File: src/rtl/sgmii_an_pkg.sv
// Shared types and constants for the SGMII auto-negotiation state machine:
// state encoding, config-word bit positions and the status word layout.
package sgmii_an_pkg;

   typedef enum logic [2:0] {
      AN_ENABLE      = 3'd0,
      AN_RESTART     = 3'd1,
      ABILITY_DETECT = 3'd2,
      ACK_DETECT     = 3'd3,
      COMPLETE_ACK   = 3'd4,
      IDLE_DETECT    = 3'd5,
      LINK_OK        = 3'd6
   } an_state_e;

   typedef enum logic [1:0] {
      SPEED_10M   = 2'b00,
      SPEED_100M  = 2'b01,
      SPEED_1000M = 2'b10
   } an_speed_e;

   localparam int CONFIG_ACK_BIT     = 14;
   localparam int PARTNER_LINK_BIT   = 15;
   localparam int PARTNER_DUPLEX_BIT = 12;
   localparam int PARTNER_SPEED_LSB  = 10;

   localparam logic [15:0] ACK_MASK     = 16'h0001 << CONFIG_ACK_BIT;
   localparam logic [15:0] ABILITY_MASK = ~ACK_MASK;

   function automatic logic [15:0] pack_status(input logic       link,
                                               input logic       duplex,
                                               input an_speed_e  speed,
                                               input logic       complete,
                                               input an_state_e  state);
      logic [15:0] s;
      s                              = '0;
      s[PARTNER_LINK_BIT]            = link;
      s[PARTNER_DUPLEX_BIT]          = duplex;
      s[PARTNER_SPEED_LSB +: 2]      = speed;
      s[3]                           = complete;
      s[2:0]                         = state;
      return s;
   endfunction

endpackage

File: src/rtl/sgmii_an_match_cnt.sv
// Saturating 0..3 counter of consecutive strobes whose masked word repeats
// and carries the REQUIRED bits; used for ability, ack and idle detection.
module sgmii_an_match_cnt
   import sgmii_an_pkg::*;
#(
   parameter logic [15:0] MASK     = ABILITY_MASK,
   parameter logic [15:0] REQUIRED = 16'h0000
) (
   input  logic        clock_i,
   input  logic        reset_ni,
   input  logic        clear_i,
   input  logic        strobe_i,
   input  logic        kill_i,
   input  logic [15:0] word_i,
   output logic        match_o
);

   logic [1:0]  cnt_q, cnt_d;
   logic [15:0] word_q, word_d;

   always_comb begin
      cnt_d  = cnt_q;
      word_d = word_q;
      if (clear_i) begin
         cnt_d  = 2'd0;
         word_d = '0;
      end else if (strobe_i) begin
         word_d = word_i;
         if ((word_i & REQUIRED) != REQUIRED)
            cnt_d = 2'd0;
         else if ((word_i & MASK) == (word_q & MASK))
            cnt_d = (cnt_q == 2'd3) ? 2'd3 : cnt_q + 2'd1;
         else
            cnt_d = 2'd1;
      end else if (kill_i) begin
         cnt_d = 2'd0;
      end
   end

   always_ff @(posedge clock_i or negedge reset_ni) begin
      if (!reset_ni) begin
         cnt_q  <= 2'd0;
         word_q <= '0;
      end else begin
         cnt_q  <= cnt_d;
         word_q <= word_d;
      end
   end

   assign match_o = (cnt_q == 2'd3);

endmodule

File: src/rtl/sgmii_an_fsm.sv
// SGMII (clause-37 style) auto-negotiation: exchanges config words with the
// partner, latches its link/duplex/speed and reports LINK_OK.
module sgmii_an_fsm
   import sgmii_an_pkg::*;
#(
   parameter int          LINK_TIMER    = 200000,
   parameter logic [15:0] LOCAL_ABILITY = 16'h0001
) (
   input  logic        clock,
   input  logic        reset_n,
   input  logic        rx_sync,
   input  logic        rx_config_valid,
   input  logic [15:0] rx_config_reg,
   input  logic        rx_idle,
   input  logic        an_restart_config,
   output logic        tx_config_en,
   output logic [15:0] tx_config_reg,
   output logic        an_complete,
   output logic [15:0] eth_status
);

   localparam int                 TIMER_W    = $clog2(LINK_TIMER);
   localparam logic [TIMER_W-1:0] TIMER_LOAD = TIMER_W'(LINK_TIMER - 1);
   localparam logic [15:0]        LOCAL_WORD = LOCAL_ABILITY & ABILITY_MASK;
   localparam logic [15:0]        LOCAL_ACK  = LOCAL_WORD | ACK_MASK;

   an_state_e          state_q, state_d;
   logic [TIMER_W-1:0] timer_q, timer_d;
   logic               restart_prev_q;
   logic [15:0]        rx_word_q, rx_word_d;
   logic               partner_link_q, partner_link_d;
   logic               partner_duplex_q, partner_duplex_d;
   an_speed_e          partner_speed_q, partner_speed_d;
   logic               tx_config_en_q, tx_config_en_d;
   logic [15:0]        tx_config_reg_q, tx_config_reg_d;
   logic               an_complete_q, an_complete_d;
   logic [15:0]        eth_status_q, eth_status_d;

   logic counters_clear, idle_strobe;
   logic ability_match, ack_match, idle_match;
   logic timer_done, restart_edge, word_zero;

   assign counters_clear = (state_q == AN_ENABLE);
   // A config word wins over an idle strobe arriving in the same cycle.
   assign idle_strobe    = rx_idle & ~rx_config_valid;
   assign timer_done     = (timer_q == '0);
   assign restart_edge   = an_restart_config & ~restart_prev_q;
   assign word_zero      = ((rx_word_q & ABILITY_MASK) == 16'h0000);

   sgmii_an_match_cnt #(.MASK(ABILITY_MASK), .REQUIRED(16'h0000)) u_ability_cnt (
      .clock_i (clock), .reset_ni (reset_n), .clear_i (counters_clear),
      .strobe_i(rx_config_valid), .kill_i (idle_strobe), .word_i (rx_config_reg),
      .match_o (ability_match));

   sgmii_an_match_cnt #(.MASK(ABILITY_MASK), .REQUIRED(ACK_MASK)) u_ack_cnt (
      .clock_i (clock), .reset_ni (reset_n), .clear_i (counters_clear),
      .strobe_i(rx_config_valid), .kill_i (idle_strobe), .word_i (rx_config_reg),
      .match_o (ack_match));

   sgmii_an_match_cnt #(.MASK(16'h0000), .REQUIRED(16'h0000)) u_idle_cnt (
      .clock_i (clock), .reset_ni (reset_n), .clear_i (counters_clear),
      .strobe_i(idle_strobe), .kill_i (rx_config_valid), .word_i (16'h0000),
      .match_o (idle_match));

   always_comb begin
      state_d = state_q;
      case (state_q)
         AN_ENABLE:      state_d = AN_RESTART;
         AN_RESTART:     if (timer_done) state_d = ABILITY_DETECT;
         ABILITY_DETECT: if (ability_match && !word_zero) state_d = ACK_DETECT;
         ACK_DETECT: begin
            if (ack_match)                       state_d = COMPLETE_ACK;
            else if (ability_match && word_zero) state_d = AN_ENABLE;
         end
         COMPLETE_ACK: begin
            if (ability_match && word_zero) state_d = AN_ENABLE;
            else if (timer_done)            state_d = IDLE_DETECT;
         end
         IDLE_DETECT:    if (timer_done && idle_match) state_d = LINK_OK;
         LINK_OK:        if (ability_match) state_d = AN_ENABLE;
         default:        state_d = AN_ENABLE;
      endcase
      if (!rx_sync || restart_edge)
         state_d = AN_ENABLE;

      timer_d = (timer_q != '0) ? timer_q - TIMER_W'(1) : timer_q;
      if ((state_d != state_q) && (state_d inside {AN_RESTART, COMPLETE_ACK, IDLE_DETECT}))
         timer_d = TIMER_LOAD;

      rx_word_d = rx_word_q;
      if (state_q == AN_ENABLE)
         rx_word_d = '0;
      else if (rx_config_valid)
         rx_word_d = rx_config_reg;

      // rx_word_q is the word that produced the current ack_match.
      partner_link_d   = partner_link_q;
      partner_duplex_d = partner_duplex_q;
      partner_speed_d  = partner_speed_q;
      if ((state_d == COMPLETE_ACK) && (state_q != COMPLETE_ACK)) begin
         partner_link_d   = rx_word_q[PARTNER_LINK_BIT];
         partner_duplex_d = rx_word_q[PARTNER_DUPLEX_BIT];
         partner_speed_d  = an_speed_e'(rx_word_q[PARTNER_SPEED_LSB +: 2]);
      end

      case (state_d)
         AN_ENABLE, AN_RESTART: tx_config_reg_d = 16'h0000;
         ABILITY_DETECT:        tx_config_reg_d = LOCAL_WORD;
         default:               tx_config_reg_d = LOCAL_ACK;
      endcase
      tx_config_en_d = !(state_d inside {IDLE_DETECT, LINK_OK});
      an_complete_d  = (state_d == LINK_OK);
      eth_status_d   = pack_status(partner_link_d, partner_duplex_d, partner_speed_d,
                                   an_complete_d, state_d);
   end

   always_ff @(posedge clock or negedge reset_n) begin
      if (!reset_n) begin
         state_q          <= AN_ENABLE;
         timer_q          <= '0;
         restart_prev_q   <= 1'b0;
         rx_word_q        <= '0;
         partner_link_q   <= 1'b0;
         partner_duplex_q <= 1'b0;
         partner_speed_q  <= SPEED_10M;
         tx_config_en_q   <= 1'b1;
         tx_config_reg_q  <= '0;
         an_complete_q    <= 1'b0;
         eth_status_q     <= '0;
      end else begin
         state_q          <= state_d;
         timer_q          <= timer_d;
         restart_prev_q   <= an_restart_config;
         rx_word_q        <= rx_word_d;
         partner_link_q   <= partner_link_d;
         partner_duplex_q <= partner_duplex_d;
         partner_speed_q  <= partner_speed_d;
         tx_config_en_q   <= tx_config_en_d;
         tx_config_reg_q  <= tx_config_reg_d;
         an_complete_q    <= an_complete_d;
         eth_status_q     <= eth_status_d;
      end
   end

   assign tx_config_en  = tx_config_en_q;
   assign tx_config_reg = tx_config_reg_q;
   assign an_complete   = an_complete_q;
   assign eth_status    = eth_status_q;

endmodule

File: config.mk
export PLATFORM = sky130hd
export DESIGN_NAME = sgmii_an_fsm
export DESIGN_NICKNAME = d
export VERILOG_FILES = /design/src/rtl/sgmii_an_pkg.sv /design/src/rtl/sgmii_an_match_cnt.sv /design/src/rtl/sgmii_an_fsm.sv
export SDC_FILE = /design/constraint.sdc
export NUM_CORES = 1
export LEC_CHECK = 0
export ABC_AREA = 1
export CORE_ASPECT_RATIO = 2
export CORE_MARGIN = 10
export CORE_UTILIZATION = 45
export DETAILED_ROUTE_END_ITERATION = 8
export PLACE_DENSITY = 0.71
export SYNTH_ARGS = -nofsm -noshare
export SYNTH_HDL_FRONTEND = slang
export SYNTH_SLANG_ARGS = --single-unit
File: constraint.sdc
create_clock -name clock -period 3.1 [get_ports clock]
set_clock_uncertainty 0.2 [all_clocks]
set_input_delay 0.31 -clock clock [delete_from_list [all_inputs] [get_ports clock]]
set_output_delay 0.31 -clock clock [all_outputs]
set_load 0.01 [all_outputs]
==> results.tsv, run 1 <==
stage	metric	value	unit
synthesis	Synth top area share	42.9	%
floorplanning	Die ar.	10300	um^2
clock_network	Clk pin slew, worst setup/hold paths	0.07	ns
global_routing	GR Util All Layers	12.2	%
clock_network	PostCTS Resize Cnt	0	
setup_path	Worst Setup Start Kind	flip-flop	
global_routing	first-pass GRT wire length	10400	um
clock_network	Clock Tree Buf Depth	2	
timing	RSZ-0062 raised after global routing	no	
clock_network	CTS buffer count	5	
finish	nets@finish	389	
setup_path	CP endpoint kind	flip-flop	
timing	fin crit period	2.40	ns
pwr	Pwr per Cell Area	487	nW/um^2
routing	1st-pass router iterations	4	
finish	ratio of cells with drive above 1 in the final layout	13.1	%
finish	synth-to-layout area growth	15.8	%
floorplanning	Starting Density	46.2	%
clock_network	CTS H-tree lvls	2	
clock_network	clock sinks	51	
synthesis	Post-synth EDFFs	0	
placement	post-DP HPWL	4800	um
global_routing	total grt overflow	0	
synthesis	Async S/R FF share, synth	100	%
timing	Final Cycle Share	77.6	%
floorplanning	core area	6310	um^2
pwr	Worst VDD drop	0.384	mV
global_routing	Most Crowded Layer GR	met2	
clock_network	post-CTS setup buffers	0	
routing	total routed wirelength	6020	um
placement	pre-CTS setup slack	0.700	ns
clock_network	CTS Hold Bufs	0	
synthesis	Yosys warnings	0	
clock_network	root buffer cell	clkbuf_16	
status	status	finished clean	
routing	WL per Instance	13.3	um
global_routing	largest net degree at the start of global routing	52	
clock_network	Clk Latency, worst-skew pair	0.29	ns
setup_path	crit path max fanout	14	
synthesis	most common cell in the netlist	dfrtp_1	
finish	ant diodes	0	
synthesis	Synth area leader	dfrtp_1	
placement	gp weighted congestion	0.823	
setup_path	Required @ worst endpoint	3.13	ns
synthesis	sequential area share after synthesis	43.8	%
synthesis	synth unique cells	36	
routing	vias per cell	4.84	
run	max_cap viols	0	
global_routing	met2 GRT Util	23.4	%
placement	I/O Buffers	33	
floorplanning	row cnt	41	
timing	setup_tns	0	ns
finish	max reg flops	18	
routing	Antenna Nets Post-Route	0	
timing	fmax	416	MHz
setup_path	Worst Setup Path Type	reg -> reg	
routing	Starting DRT DRC Count	78	
synthesis	Top FF cell, synth	dfrtp_1	
global_routing	number of global-route vias before repair	2332	
finish	Top reg by flops	timer_q	
pwr	Leakage	1.56	nW
synthesis	Avg Cell Area, Syn	8.76	um^2
timing	Final setup violation count	0	
timing	actual slew at the worst max-slew pin	1.13	ns
routing	# DRC	0	
timing	normalized max-slew margin	24.8	%
synthesis	Synth area leaders	dfrtp_1 (43%), buf_4 (6.4%), nand2_1 (6.2%), xnor2_1 (4.8%), nor2_1 (4.6%)	
finish	fin util	53.5	%
setup_path	Crit path arrival time	2.44	ns
synthesis	Cell Area, Synth	2920	um^2
timing	Slew Limit Fails	0	
floorplanning	Die Height	134	um
clock_network	CTS tree	built	
synthesis	Synth Register Bits	51	
global_routing	grt met1 use	11.2	%
routing	DR vias	2188	
timing	fin worst setup slack	0.695	ns
synthesis	post-synthesis cell count	333	
timing	Final Hold Vio Count	0	
synthesis	most frequent cells after synthesis	dfrtp_1 (50), nand2_1 (48), nor2_1 (36)	
global_routing	initial antenna violation count	0	
min_path	Worst Hold Class	in -> async	
floorplanning	Die W	76.9	um
global_routing	met3 usage	3.21	%
floorplanning	IO Count	56	
==> power breakdown <==
group | switching (mW) | total (mW) | leakage (nW) | internal [mW]
Combinational | 0.158 | 0.277 | 0.828 | 0.118
Sequential | 0.0480 | 0.759 | 0.652 | 0.711
Clock | 0.232 | 0.609 | 0.0769 | 0.377
Total | 0.438 | 1.64 | 1.56 | 1.21
==> metrics by stage <==
| step | hold WS (ns) | instances | total power [mW] | area, um^2 |
|---|---|---|---|---|
| after floorplan | -0.186 | 354 | 0.982 | 3000 |
| after global placement | 0.275 | 445 | 1.04 | 3220 |
| after detailed placement | 0.277 | 445 | 1.05 | 3220 |
| after CTS | 0.0773 | 452 | 1.66 | 3380 |
| after global routing | 0.153 | 452 | 1.72 | 3380 |
| final | 0.0413 | 452 | 1.64 | 3380 |
==> layout make-up <==
class | instances | area (um^2)
sequential | 51 | 1280
inverter | 33 | 124
multi-input combinational | 240 | 1370
clock buffer | 6 | 129
timing repair buffer | 35 | 340
fill | 601 | 2930
tap | 86 | 108
clock inverter | 1 | 30.0
==> metal layers <==
metal,wire (um),vias to the layer above
met5,0,-
met4,182,0
met3,258,13
met2,3440,45
met1,2130,1044
li1,-,1086
==> worst max-delay path, cell delays in order, from the launching register on <==
cell and delay, ns:
dfrtp_1 0.38, inv_1 0.06, ha_1 0.23, nand2_2 0.10, nor2_4 0.05, nand3_4 0.17
inv_1 0.08, nand2_1 0.06, nand4_1 0.15, nand2_2 0.15, inv_1 0.08, a21oi_2 0.33
nand2_4 0.20, nand2_2 0.09
==> final timing paths <==
| kind | slack (ns) | to | startpoint | cells past startpoint |
|---|---|---|---|---|
| setup / recovery | 0.70 | timer_q[8]$_DFFE_PN0P_ | timer_q[0]$_DFFE_PN0P_ | 13 |
| hold / removal | 0.04 | partner_speed_q[0]$_DFFE_PN0N_ | reset_n | 1 |
| setup reg to reg | 0.70 | timer_q[8]$_DFFE_PN0P_ | timer_q[0]$_DFFE_PN0P_ | 13 |
| hold reg to reg | 0.29 | eth_status[11]$_DFFE_PN0N_ | eth_status[11]$_DFFE_PN0N_ | 2 |
| max in group asynchronous | 1.98 | timer_q[8]$_DFFE_PN0P_ | reset_n | 1 |
| min in group clock | 0.29 | eth_status[11]$_DFFE_PN0N_ | eth_status[11]$_DFFE_PN0N_ | 2 |
==> cell usage in the layout, fill, tap and decap left out, types with 2 or more instances in the layout <==
cell,count
nor3_1,10
nor2_1,36
buf_4,2
nor2_2,6
nand2_2,16
nand3_4,3
o21ai_0,10
nand4_1,6
xor2_1,15
o22ai_1,2
nand2_4,2
xnor2_1,16
clkbuf_16,5
nand2_1,48
clkdlybuf4s50_1,32
inv_1,31
dfrtp_1,50
conb_1,22
o21ai_1,4
a22o_1,10
a21oi_1,15
inv_2,2
a21oi_2,2
nand3_1,7
==> cells by family (layout without fill, tap and decap cells) <==
| logic type | Yosys count | in the layout | synth area share (%) |
|---|---|---|---|
| AOI/OAI and AO/OA | 46 | 46 | 10.2 |
| xor gates and xnor gates | 31 | 31 | 9.31 |
| adders and majority gates | 1 | 1 | 0.429 |
| buffers and inverters | 63 | 75 | 12.0 |
| DFF | 51 | 51 | 43.8 |
| other | 1 | 22 | 0.129 |
| and+or+nand+nor | 140 | 140 | 24.2 |
Power figures use the tool's default switching activity.
==> run 2: changes to the inputs <==
Settings changed: PLACE_DENSITY 0.71 to 0.74.
Clock period 3.1 ns to 2.02 ns, I/O delays scaled along.
==> run 2 against run 1 <==
The run now ends with negative setup slack left. Clock power is 37% higher. First-iteration DRC count is 29% higher. Hold slack better by 0.048 ns. Non-clock buffer count is 62 higher. Count of clock-buffer cells in the layout stayed put. Via count is 9.1% higher. Sequential power is 49% higher. Total power is 59% higher. Wire length is 13% higher. Sequential share of layout area is 5.5 points lower. Largest cell class unchanged. Global-route usage is 1.7 points higher. Highest routed layer unchanged. Critical path type unchanged.
==> results.tsv, run 2 (synthesis results as in run 1) <==
stage	metric	value	unit
status	status	finished with violations	
status	failing checks	negative setup slack	
routing	Antenna Nets Post-Route	0	
timing	Final setup violation count	24	
clock_network	Clk pin slew, worst setup/hold paths	0.07	ns
clock_network	root buffer cell	clkbuf_16	
global_routing	total grt overflow	0	
routing	# DRC	0	
finish	max reg flops	18	
timing	Final Cycle Share	107	%
routing	WL per Instance	13.2	um
pwr	Pwr per Cell Area	661	nW/um^2
timing	actual slew at the worst max-slew pin	0.736	ns
placement	gp weighted congestion	0.854	
floorplanning	Die W	76.9	um
floorplanning	row cnt	41	
setup_path	crit path max fanout	7	
clock_network	clock sinks	51	
clock_network	Clk Latency, worst-skew pair	0.30	ns
setup_path	CP top delay family	simple AND/OR/NAND/NOR gates	
routing	1st-pass router iterations	4	
min_path	Worst Hold Class	in -> async	
placement	Post-DP Area	3650	um^2
placement	I/O Buffers	33	
timing	fmax	465	MHz
setup_path	CP endpoint kind	flip-flop	
clock_network	Clock Tree Buf Depth	2	
finish	most frequent cells in the layout	buf_4 (59), dfrtp_1 (50), nand2_1 (46)	
floorplanning	Starting Density	46.2	%
global_routing	GR Util All Layers	13.9	%
setup_path	Crit path arrival time	2.18	ns
clock_network	CTS H-tree lvls	2	
setup_path	Required @ worst endpoint	2.05	ns
timing	Slew Limit Fails	0	
finish	leading cell type in the layout, fill and taps excluded	buf_4	
setup_path	CP max-delay cell	dfrtp_1	
global_routing	largest net degree at the start of global routing	28	
global_routing	number of global-route vias before repair	2733	
setup_path	Worst Setup Start Kind	flip-flop	
pwr	Leakage	1.87	nW
timing	fin crit period	2.15	ns
floorplanning	Die ar.	10300	um^2
finish	final instance area	3960	um^2
timing	setup_tns	-2.14	ns
clock_network	CTS buffer count	5	
finish	synth-to-layout area growth	35.6	%
setup_path	Critical Path, Cell by Cell	inv_1, ha_2, nand2_2, nor2_4, nand3_4, nor2_4, nor2_1, nor2_1, nand2_2, nand3_2, nand3_4, buf_12, a21oi_2	
routing	vias per cell	4.64	
floorplanning	core area	6310	um^2
timing	fin worst setup slack	-0.133	ns
run	max_cap viols	0	
placement	post-DP HPWL	5380	um
finish	fill count	542	
timing	normalized max-slew margin	50.8	%
setup_path	CP bufs+invs	2	
timing	Final Hold Vio Count	0	
routing	DR vias	2388	
global_routing	first-pass GRT wire length	11900	um
floorplanning	Die Height	134	um
finish	ant diodes	0	
setup_path	largest stage delay on the critical path	0.38	ns
finish	ratio of cells with drive above 1 in the final layout	29.6	%
global_routing	initial antenna violation count	0	
clock_network	CTS tree	built	
finish	Top reg by flops	timer_q	
timing	RSZ-0062 raised after global routing	yes	
finish	nets@finish	451	
floorplanning	IO Count	56	
routing	Starting DRT DRC Count	101	
setup_path	Worst Setup Path Type	reg -> reg	
routing	total routed wirelength	6810	um
pwr	Worst VDD drop	0.723	mV
run 2: stage by stage:
stage	utilization, %	cells	worst slack (ns)	hold slack, ns	total power [mW]
floorplan	-	354	-0.0731	-0.294	1.51
global placement	57.9	499	-0.169	-0.132	1.73
detailed placement	57.9	499	-0.222	-0.129	1.75
CTS	61.9	511	-0.125	0.0967	2.62
global route	62.7	515	-0.257	0.111	2.75
finish	62.7	515	-0.133	0.0890	2.62
run 2: where the power goes:
group / total (mW) / internal, mW / switching [mW]
sequential: 1.13 / 1.09 / 0.0422
clock: 0.832 / 0.458 / 0.374
combinational: 0.652 / 0.321 / 0.331
total: 2.62 / 1.87 / 0.747
run 2: repair_timing:
action                     4_1_cts  5_1_grt
resized for setup               21        6
hold endpoints to repair        50        0
setup endpoints to repair       38       25
pin swaps                        0        5
hold buffers                     1        0
setup buffers                    3        4
run 2: layout make-up:
cell class / count / area [um^2] / area share (%)
clock buffer: 6 / 129 / 3.26
tap: 86 / 108 / 2.72
inverter: 33 / 124 / 3.13
multi-input combinational: 240 / 1470 / 37.0
clock inverter: 2 / 12.5 / 0.316
timing repair buffer: 97 / 841 / 21.3
sequential: 51 / 1280 / 32.3
run 2: path summary, 6_finish.rpt:
kind                                       startpoint                         end  slack [ns]  depth (start not counted)
max in group asynchronous                     reset_n      timer_q[3]$_DFFE_PN0P_        1.05                          3
setup / recovery               timer_q[1]$_DFFE_PN0P_      timer_q[6]$_DFFE_PN0P_       -0.13                         13
hold / removal                                reset_n     timer_q[15]$_DFFE_PN0P_        0.09                          2
min in group clock                  an_restart_config    restart_prev_q$_DFF_PN0_        0.18                          1
hold reg to reg            eth_status[15]$_DFFE_PN0N_  eth_status[15]$_DFFE_PN0N_        0.30                          2
setup reg to reg               timer_q[1]$_DFFE_PN0P_      timer_q[6]$_DFFE_PN0P_       -0.13                         13
run 2: worst register-to-register path, delay by kind of cell, from the launching register on:
family          cells  cell delay (ns)
simple gates        9             0.95
compound gates      1             0.12
flops               1             0.38
buf+inv             2             0.23
fa+ha+maj           1             0.19
run 2: metal layers:
layer	global-route usage (%)	wire length, um	share of wire, %
met3	3.21	232	3.4
met4	7.69	192	2.8
met1	12.7	2430	36
met5	0	0	0
met2	27.0	3950	58
==> run 3: changes to the inputs <==
Settings changed: CORE_ASPECT_RATIO 2 to 1.5, CORE_MARGIN 10 to 5, GPL_TIMING_DRIVEN set to 0.
==> run 3 against run 2 <==
The flow still finishes with violations (negative setup slack). Non-clock buffer count down 5. First-iteration DRC count down 4.0%. Worst setup slack worse by 0.067 ns. Via count up 1.1%. Clock power down 1%. Hold slack better by 0.069 ns. Total power up 2.3%. Register-to-register slack worse by 0.07 ns. Wire length down 8.6%. Sequential cell count unchanged. Critical path type unchanged. Largest cell class unchanged. Highest routed layer unchanged.
==> results.tsv, run 3 (synthesis results as in run 1) <==
stage	metric	value	unit
finish	synth-to-layout area growth	35.6	%
pwr	Leakage	1.87	nW
min_path	Worst Hold Class	in -> async	
finish	area of the multi-input gates	1500	um^2
timing	setup_tns	-3.61	ns
setup_path	Required @ worst endpoint	2.07	ns
floorplanning	IO Count	56	
global_routing	GR Util All Layers	16.0	%
setup_path	Worst Setup Start Kind	flip-flop	
timing	fmax	450	MHz
routing	1st-pass router iterations	4	
finish	ratio of cells with drive above 1 in the final layout	30.2	%
timing	Final Cycle Share	110	%
routing	WL per Instance	12.4	um
timing	fin crit period	2.22	ns
timing	Final Hold Vio Count	0	
finish	max reg flops	18	
routing	total routed wirelength	6220	um
clock_network	CTS buffer count	5	
finish	fin util	61.9	%
routing	vias per cell	4.83	
finish	leading cell type in the layout, fill and taps excluded	buf_4	
timing	fin worst setup slack	-0.200	ns
finish	nets@finish	446	
floorplanning	Die ar.	8230	um^2
pwr	Pwr per Cell Area	676	nW/um^2
floorplanning	core area	6400	um^2
timing	Slew Limit Fails	0	
status	status	finished with violations	
routing	Starting DRT DRC Count	97	
setup_path	CP endpoint kind	flip-flop	
run	max_cap viols	0	
clock_network	Clock Tree Buf Depth	2	
floorplanning	Die Height	109	um
routing	# DRC	0	
global_routing	largest net degree at the start of global routing	35	
finish	most frequent cells in the layout	buf_4 (50), dfrtp_1 (47), nand2_1 (45)	
placement	gp weighted congestion	0.839	
floorplanning	Die W	75.7	um
clock_network	clock sinks	51	
timing	Final setup violation count	24	
floorplanning	Starting Density	45.6	%
floorplanning	row cnt	36	
global_routing	initial antenna violation count	0	
setup_path	Crit path arrival time	2.27	ns
finish	fill count	551	
finish	Top reg by flops	timer_q	
clock_network	Clk Latency, worst-skew pair	0.30	ns
clock_network	CTS H-tree lvls	2	
global_routing	first-pass GRT wire length	10300	um
global_routing	total grt overflow	0	
timing	Hold WS	0.158	ns
pwr	Worst VDD drop	0.444	mV
finish	Reg area	1280	um^2
global_routing	number of global-route vias before repair	2363	
clock_network	CTS tree	built	
clock_network	root buffer cell	clkbuf_8	
setup_path	crit path max fanout	5	
placement	post-DP HPWL	4410	um
status	failing checks	negative setup slack	
timing	RSZ-0062 raised after global routing	yes	
routing	Antenna Nets Post-Route	0	
finish	ant diodes	0	
clock_network	Clk pin slew, worst setup/hold paths	0.09	ns
routing	DR vias	2415	
placement	I/O Buffers	33	
setup_path	Worst Setup Path Type	reg -> reg	
## run 3: power breakdown
group	switching [mW]	internal, mW	total (mW)	leakage (nW)
Combinational	0.337	0.358	0.695	1.16
Clock	0.329	0.495	0.824	0.0654
Sequential	0.0664	1.09	1.16	0.647
Total	0.733	1.94	2.67	1.87
## run 3: final timing paths
path                                                     start                             end  slack [ns]  cells past startpoint
worst max register to register          timer_q[5]$_DFFE_PN0P_          timer_q[5]$_DFFE_PN0P_       -0.20                     13
worst min register to register  partner_speed_q[0]$_DFFE_PN0N_  partner_speed_q[0]$_DFFE_PN0N_        0.31                      2
worst max-delay path                    timer_q[5]$_DFFE_PN0P_          timer_q[5]$_DFFE_PN0P_       -0.20                     13
min in group clock                           an_restart_config        restart_prev_q$_DFF_PN0_        0.17                      1
max in group asynchronous                              reset_n            state_q[0]$_DFF_PN0_        0.93                      3
worst min-delay path                                   reset_n        restart_prev_q$_DFF_PN0_        0.16                      2
## run 3: area by class of cell
type                    count  share of cell area (%)
multi-input cells         240                    38.0
flip-flops and latches     51                    32.4
repair buffers             63                    14.9
plain buffers              29                    5.82
inverters                  33                    3.13
well taps                  76                    2.40
clock buffers               6                    1.83
clock inverters             2                    1.52
## run 3: layer usage
metal	vias up	track usage, %	wire length [um]
li1	1202	-	-
met1	1144	18.1	2320
met2	57	28.7	3470
met3	12	3.14	292
met4	0	5.63	138
met5	-	0	0
## run 3: critical path: stages (launching register included)
cell	delay, ns
dfrtp_1	0.43
nor2_1	0.14
nand2_2	0.09
nor2_4	0.17
nand3_4	0.12
buf_8	0.14
nand2_4	0.06
nand3_4	0.08
o21ai_4	0.21
nand2_2	0.10
nand3_4	0.11
nand2_4	0.08
clkbuf_16	0.17
nand2_2	0.05
## run 3: what timing repair did
action	in CTS	in global routing
endpoints found under the setup margin	33	36
gates resized for setup	26	15
hold buffers	1	0
gates cloned	0	1
endpoints found under the hold margin	18	0
setup buffers	18	9
pin swaps	3	11
## run 3: through the flow
step / worst slack (ns) / std cells / instance area (um^2) / total power, mW
after floorplan: -0.0731 / 354 / 3000 / 1.51
after global placement: -0.956 / 463 / 3420 / 1.63
after detailed placement: -0.307 / 464 / 3440 / 1.65
after CTS: -0.147 / 491 / 3820 / 2.61
after global routing: -0.275 / 500 / 3960 / 2.81
final: -0.200 / 500 / 3960 / 2.67
